--- src/rtl/comparator_seq_nbits.sv ---
// Sequential multi-mode comparator: walks the operands CHUNK bits per cycle,
// MSB chunk first, and stops at the first chunk that differs.
module comparator_seq_nbits #(
    parameter int WIDTH = 16,
    parameter int CHUNK = 4
) (
    input  logic             clk,
    input  logic             rst,
    input  logic             start,
    input  logic [WIDTH-1:0] a,
    input  logic [WIDTH-1:0] b,
    input  logic [2:0]       mode,
    input  logic             is_signed,
    output logic             busy,
    output logic             done,
    output logic             s,
    output logic             eq,
    output logic             lt
);

    localparam int NCHUNK = WIDTH / CHUNK;
    localparam int KW     = (NCHUNK > 1) ? $clog2(NCHUNK) : 1;

    typedef enum logic {IDLE, BUSY} state_t;

    state_t           state, state_next;
    logic [KW-1:0]    k, k_next;
    logic [WIDTH-1:0] a_reg, b_reg;
    logic [2:0]       mode_reg;
    logic             signed_reg;
    logic [CHUNK-1:0] chunk_a, chunk_b;
    logic             busy_next, done_next, s_next, eq_next, lt_next;
    logic             load, advance;

    function automatic logic select_rel(input logic [2:0] m, input logic e, input logic l);
        case (m)
            3'b000:  return e;
            3'b001:  return ~e;
            3'b010:  return l;
            3'b011:  return l | e;
            3'b100:  return ~l & ~e;
            3'b101:  return ~l;
            default: return 1'b0;
        endcase
    endfunction

    // Operands shift left as chunks match, so the chunk under test is always the top one.
    // Flipping the sign bit of the MSB chunk turns a two's-complement compare into unsigned.
    always_comb begin
        chunk_a = a_reg[WIDTH-1 -: CHUNK];
        chunk_b = b_reg[WIDTH-1 -: CHUNK];
        if (signed_reg && (k == '0)) begin
            chunk_a[CHUNK-1] = ~chunk_a[CHUNK-1];
            chunk_b[CHUNK-1] = ~chunk_b[CHUNK-1];
        end
    end

    always_comb begin
        state_next = state;
        k_next     = k;
        busy_next  = busy;
        done_next  = 1'b0;
        s_next     = s;
        eq_next    = eq;
        lt_next    = lt;
        load       = 1'b0;
        advance    = 1'b0;
        case (state)
            IDLE: begin
                if (start) begin
                    load       = 1'b1;
                    k_next     = '0;
                    busy_next  = 1'b1;
                    state_next = BUSY;
                end
            end
            BUSY: begin
                if (chunk_a != chunk_b) begin
                    lt_next    = (chunk_a < chunk_b);
                    eq_next    = 1'b0;
                    s_next     = select_rel(mode_reg, 1'b0, chunk_a < chunk_b);
                    done_next  = 1'b1;
                    busy_next  = 1'b0;
                    state_next = IDLE;
                end else if (k == KW'(NCHUNK - 1)) begin
                    lt_next    = 1'b0;
                    eq_next    = 1'b1;
                    s_next     = select_rel(mode_reg, 1'b1, 1'b0);
                    done_next  = 1'b1;
                    busy_next  = 1'b0;
                    state_next = IDLE;
                end else begin
                    k_next  = k + KW'(1);
                    advance = 1'b1;
                end
            end
            default: state_next = IDLE;
        endcase
    end

    always_ff @(posedge clk or posedge rst) begin
        if (rst) begin
            state <= IDLE;
            k     <= '0;
            busy  <= 1'b0;
            done  <= 1'b0;
            s     <= 1'b0;
            eq    <= 1'b0;
            lt    <= 1'b0;
        end else begin
            state <= state_next;
            k     <= k_next;
            busy  <= busy_next;
            done  <= done_next;
            s     <= s_next;
            eq    <= eq_next;
            lt    <= lt_next;
        end
    end

    // Captured operands carry no reset: they are only read while in BUSY.
    always_ff @(posedge clk) begin
        if (load) begin
            a_reg      <= a;
            b_reg      <= b;
            mode_reg   <= mode;
            signed_reg <= is_signed;
        end else if (advance) begin
            a_reg <= a_reg << CHUNK;
            b_reg <= b_reg << CHUNK;
        end
    end

endmodule

--- config.mk ---
export PLATFORM = sky130hd
export DESIGN_NAME = comparator_seq_nbits
export DESIGN_NICKNAME = d
export VERILOG_FILES = /design/src/rtl/comparator_seq_nbits.sv
export SDC_FILE = /design/constraint.sdc
export NUM_CORES = 1
export LEC_CHECK = 0
export BUFFER_PORTS_ARGS = -buffer_cell sky130_fd_sc_hd__buf_4
export CORE_UTILIZATION = 45
export CTS_CLUSTER_DIAMETER = 40
export CTS_CLUSTER_SIZE = 12
export DETAILED_ROUTE_END_ITERATION = 7
export GPL_TIMING_DRIVEN = 0
export PLACE_DENSITY = 0.75
export SLEW_MARGIN = 20
export SYNTH_ARGS = -nofsm -noshare
export SYNTH_HDL_FRONTEND = slang
export SYNTH_SLANG_ARGS = --single-unit
export TNS_END_PERCENT = 5
--- constraint.sdc ---
create_clock -name clk -period 2.8 [get_ports clk]
set_clock_uncertainty 0.2 [all_clocks]
set_input_delay 0.56 -clock clk [delete_from_list [all_inputs] [get_ports clk]]
set_output_delay 0.56 -clock clk [all_outputs]
set_load 0.02 [all_outputs]
# After elaboration in Yosys (flattened, before gate mapping)
# Cells that the tools add are included.
[totals]
regBits = 44
latch_bits = 0
ramBits = 0
romBits = 0
inputBits = 39
output_inout_bits = 5
word_cells = 69
mem_count = 0
[classes]
addsub = 1
mul = 0
n_div = 0
magnitude_cmp = 1
eq_ne = 11
shift = 0
n_mux = 30
bitwise = 4
n_reduce_logical = 11
[op_table]
columns = ["operator", "count"]
rows = [
  ["2-to-1 mux 16 bit", 4],
  ["2-to-1 mux 1 bit", 19],
  ["== test 3 x 2 -> 1 bit (second input constant)", 2],
  ["== test 3 bit (second input constant)", 2],
  ["2-to-1 mux 2 bit", 3],
  ["!= test 2 bit (second input constant)", 3],
  ["less-than comparator 4 bit", 1],
  ["!= test 4 bit", 1],
  ["NOT 1 bit", 4],
  ["case mux 1 bit (2 select lines)", 2],
  ["case mux 2 bit (2 select lines)", 1],
  ["AND reduction 2 bit", 2],
  ["nonzero test 2 bit", 2],
  ["OR reduction 2 bit", 2],
  ["== test 3 x 1 -> 1 bit (second input constant)", 1],
  ["zero test 3 bit", 1],
  ["!= test 3 x 1 -> 1 bit (second input constant)", 1],
  ["case mux 1 bit (3 select lines)", 1],
  ["AND reduction 3 bit", 1],
  ["OR reduction 3 bit", 1],
  ["adder 2 x 1 -> 2 bit (second input constant)", 1],
  ["== test 2 bit (second input constant)", 1],
  ["zero test 2 bit", 1],
  ["logical AND 1 bit", 1],
]

# Longest topological paths before layout
[logic_depth]
depth_word = 8
depth_mapped = 8
mapped_depth_nobuf = 7

# Worst setup path before layout
# Ideal clock, no wire load.
[synth_path]
path_type = "register -> register"
startpoint = "register a_reg[14]"
endpoint = "register a_reg[0], enable pin"
setup_time_ns = 0.390
arrival_time_ns = 1.956
required_ns = 2.210
path_slack_ns = 0.254
path_stages_with_launch = 8
path_buffers = 1
synth_period_minus_slack_ns = 2.546
cell_sequence = "edfxtp_1 > ha_1 > nand3_1 > or2_1 > buf_6 > nor2_4 > nand2_2 > nand2_1"
[synth_between]
elab_chain_cells = 4
[synth_rtl]
columns = ["item", "line_no", "text"]
rows = [
  ["start: declaration", "28", "logic [WIDTH-1:0] a_reg, b_reg;"],
  ["start signal: assignment", "129", "a_reg <= a_reg << CHUNK;"],
  ["!= test 4 bit", "78", "if (chunk_a != chunk_b) begin"],
  ["2-to-1 mux 1 bit", "78", ""],
  ["2-to-1 mux 1 bit", "68", "case (state)"],
  ["nonzero test 2 bit (no line)", "-", ""],
]
# No other way between the ends.
# A chain may end at the register's enable or synchronous reset.

# Final worst setup path
[layout_path]
startpoint = "register a_reg[14]"
endpoint = "register a_reg[8], enable pin"
# The elaborated chain is that of the path after synthesis.

==> summary.md <==
| Metric | Value |
|---|---|
| Endpoint class of the critical path | flip-flop |
| Crit-path most repeated cell | nand2_2 |
| Synth Instances | 188 |
| I/O Buffers | 43 |
| Die span in x | 69.5 um |
| Synthesized Nets | between 200 and 250 |
| Clock sink count | 44 |
| Final Util | 0.580 |
| First-pass GRT wire length | around 6000 um |
| Initial antenna violation count | 0 |
| RSZ-0062 raised after global routing | no |
| Max incr delay on CP | 0.58 ns |
| Tcrit/Tclk final | 0.886 |
| Tot Pwr | 1.51 mW |
| Number of flops mapped to enable cells by yosys | 36 |
| WS Path Type | reg2reg |
| Vias in the first global route | 1377 |
| TritonCTS clock tree | done |
| Post-DP HPWL | ~2500 um |
| Status | completed |
| Clk root buf | clkbuf_8 |
| Slew Limit Fails | 0 |
| Via count | 1380 |
| RR Startpoint | a_reg[14] |
| Crit path launch type | flip-flop |
| Hold WC Path Type | in2async |
| Worst slew pin tran | about 0.75 ns |
| Worst Path Required | 2.52 ns |
| Total Routing Usage GR | 0.158 |
| Diodes inserted | 0 |
| R2r endpoint | a_reg[8] |
| Hold buffer count at CTS | 0 |
| Final GP Congestion | 0.773 |
| CTS clk-pin slew, worst paths | around 0.080 ns |
| Max IR drop VDD | 0.359 mV |
| Ys flop type | edfxtp_1 |
| Crit-path slowest cell | nand2_2 |
| DRT Pass-1 Iters | 6 |
| Post-synth ARST share | 0.182 |
| Full die area | 4830 um2 |
| GRT overflow | 0 |
| Highest clock rate | slightly above 400 MHz |
| Post-CTS setup repair buffer count | 0 |
| # DRC | 0 |
| CTS H-tree depth | 2 |
| Flop2flop setup slack | 0.32 ns |
| #FFs+latches synth | 44 |
| CTS Buffer Depth | 2 |
| Final setup violation count | 0 |
| Number of nets with antenna violations after routing | 0 |
| CP Max Fanout | 33 |
| Pwr Density | 600 nW/um2 |
| Slew HR | 0.499 |
| Vias per Instance | ~4.8 |
| Drt wl/cell | around 12 um |
| Worst Reg-to-Reg Cells | 7 |
| Yosys warning count | 0 |
| Arrival @ worst endpoint | 2.19 ns |
| Largest net degree at the start of global routing | 34 |
| Initial Util | 0.471 |
| DRT Wirelength | 3500 um |
| Initial drt markers | 62 |
| Clk Latency, worst-skew pair | 0.28 ns |
| Most common cell after layout, fill and taps aside | nand2_1 |
| Std cell rows | 24 |
| Die Y | ~70 um |
| Post-synthesis sequential area ratio | 0.624 |
| P_leak | 1.19 nW |
| Most frequent cells in the layout | 77 x nand2_1, 43 x buf_4, 36 x edfxtp_1, 11 x inv_1 |
| Final Hold Vio Count | 0 |
| CTS Buf Count | 5 |
| Maxcap violations | 0 |
| Min Tclk post-route | between 2 and 2.5 ns |
| Critical path, cell by cell | ha_1, nand3_1, or2_1, buf_6, nor2_4, nand2_2, nand2_2 |
| Synth-to-layout area growth | 23.0% |
| Mean Syn Cell Area | 10.9 um2 |
| Fin nets | roughly 280 |
| Synthesized area | slightly above 2000 um2 |
| Cell variety after synth | 33 |
| Layout cells sized above 1 | 0.265 |
| IO Pins | 44 |
| CORE AREA | 4350 um2 |
| Cts repair resizes | 0 |
-- where the power goes --
| group | switching [mW] | leakage (nW) | total [mW] | internal [mW] |
|---|---|---|---|---|
| combinational | 0.165 | 0.698 | 0.301 | 0.136 |
| clock | 0.199 | 0.0400 | 0.368 | 0.169 |
| sequential | 0.0350 | 0.452 | 0.845 | 0.810 |
-- per-stage QoR --
step                      instances  setup slack [ns]  setup TNS (ns)  area [um2]  hold WS [ns]
after floorplan                 188             0.254               0        2050         0.176
after global placement          283            -0.140           -4.52        2440         0.266
after detailed placement        283             0.257               0        2440         0.274
after CTS                       290             0.311               0        2520        0.0186
after global routing            290             0.170               0        2520        0.0418
final                           290             0.321               0        2520        0.0237
-- cells in the mapped netlist (3+ instances only) --
library cell | number | area (um2)
nand2_1 | 78 | 293
edfxtp_1 | 36 | 1080
inv_1 | 11 | 41.3
and2_1 | 8 | 50.1
dfrtp_1 | 8 | 200
ha_1 | 7 | 87.6
buf_2 | 4 | 20.0
a21oi_1 | 3 | 15.0
mux2i_1 | 3 | 30.0
nor2_1 | 3 | 11.3
-- logic make-up (layout without fill, tap and decap cells) --
kind of cell,count (synthesis),count (layout),synth area share
adder cells (fa/ha/maj),7,7,0.0427
buffers and inverters,18,68,0.0390
AND/OR/NAND/NOR,98,98,0.202
AO/OA/AOI/OAI,14,14,0.0561
multiplexers,5,5,0.0274
XOR/XNOR,2,2,0.00854
flip-flops,44,44,0.624
-- cell type report --
type | count | area [um2]
buffer | 7 | 38.8
tap | 52 | 65.1
fill | 371 | 1830
inverter | 11 | 41.3
sequential | 44 | 1280
timing repair buffer | 43 | 323
multi-input combinational | 126 | 693
clock inverter | 2 | 12.5
clock buffer | 5 | 68.8
-- worst max-delay path: cells and delay by family (launching register included) --
kind	cells	cell delay (ns)
adders and majority gates	1	0.34
buffers and inverters	1	0.14
DFF	1	0.38
and+or+nand+nor	5	1.05
-- layer usage --
layer	track usage	routed length, um
met1	0.197	1570
met2	0.271	1790
met3	0.0349	111
met4	0.0544	33
met5	0	0
-- worst max path at each step --
stage	start	slack (ns)	cells past startpoint	end
after floorplan	a_reg[14]	0.25	7	a_reg[0]
after global placement	start	-0.14	5	b_reg[13]
after detailed placement	start	0.26	5	b_reg[1]
after CTS	a_reg[14]	0.31	7	a_reg[15]
after global routing	a_reg[14]	0.17	7	a_reg[15]
final	a_reg[14]	0.32	7	a_reg[8]
(Power assumes the default switching activity.)
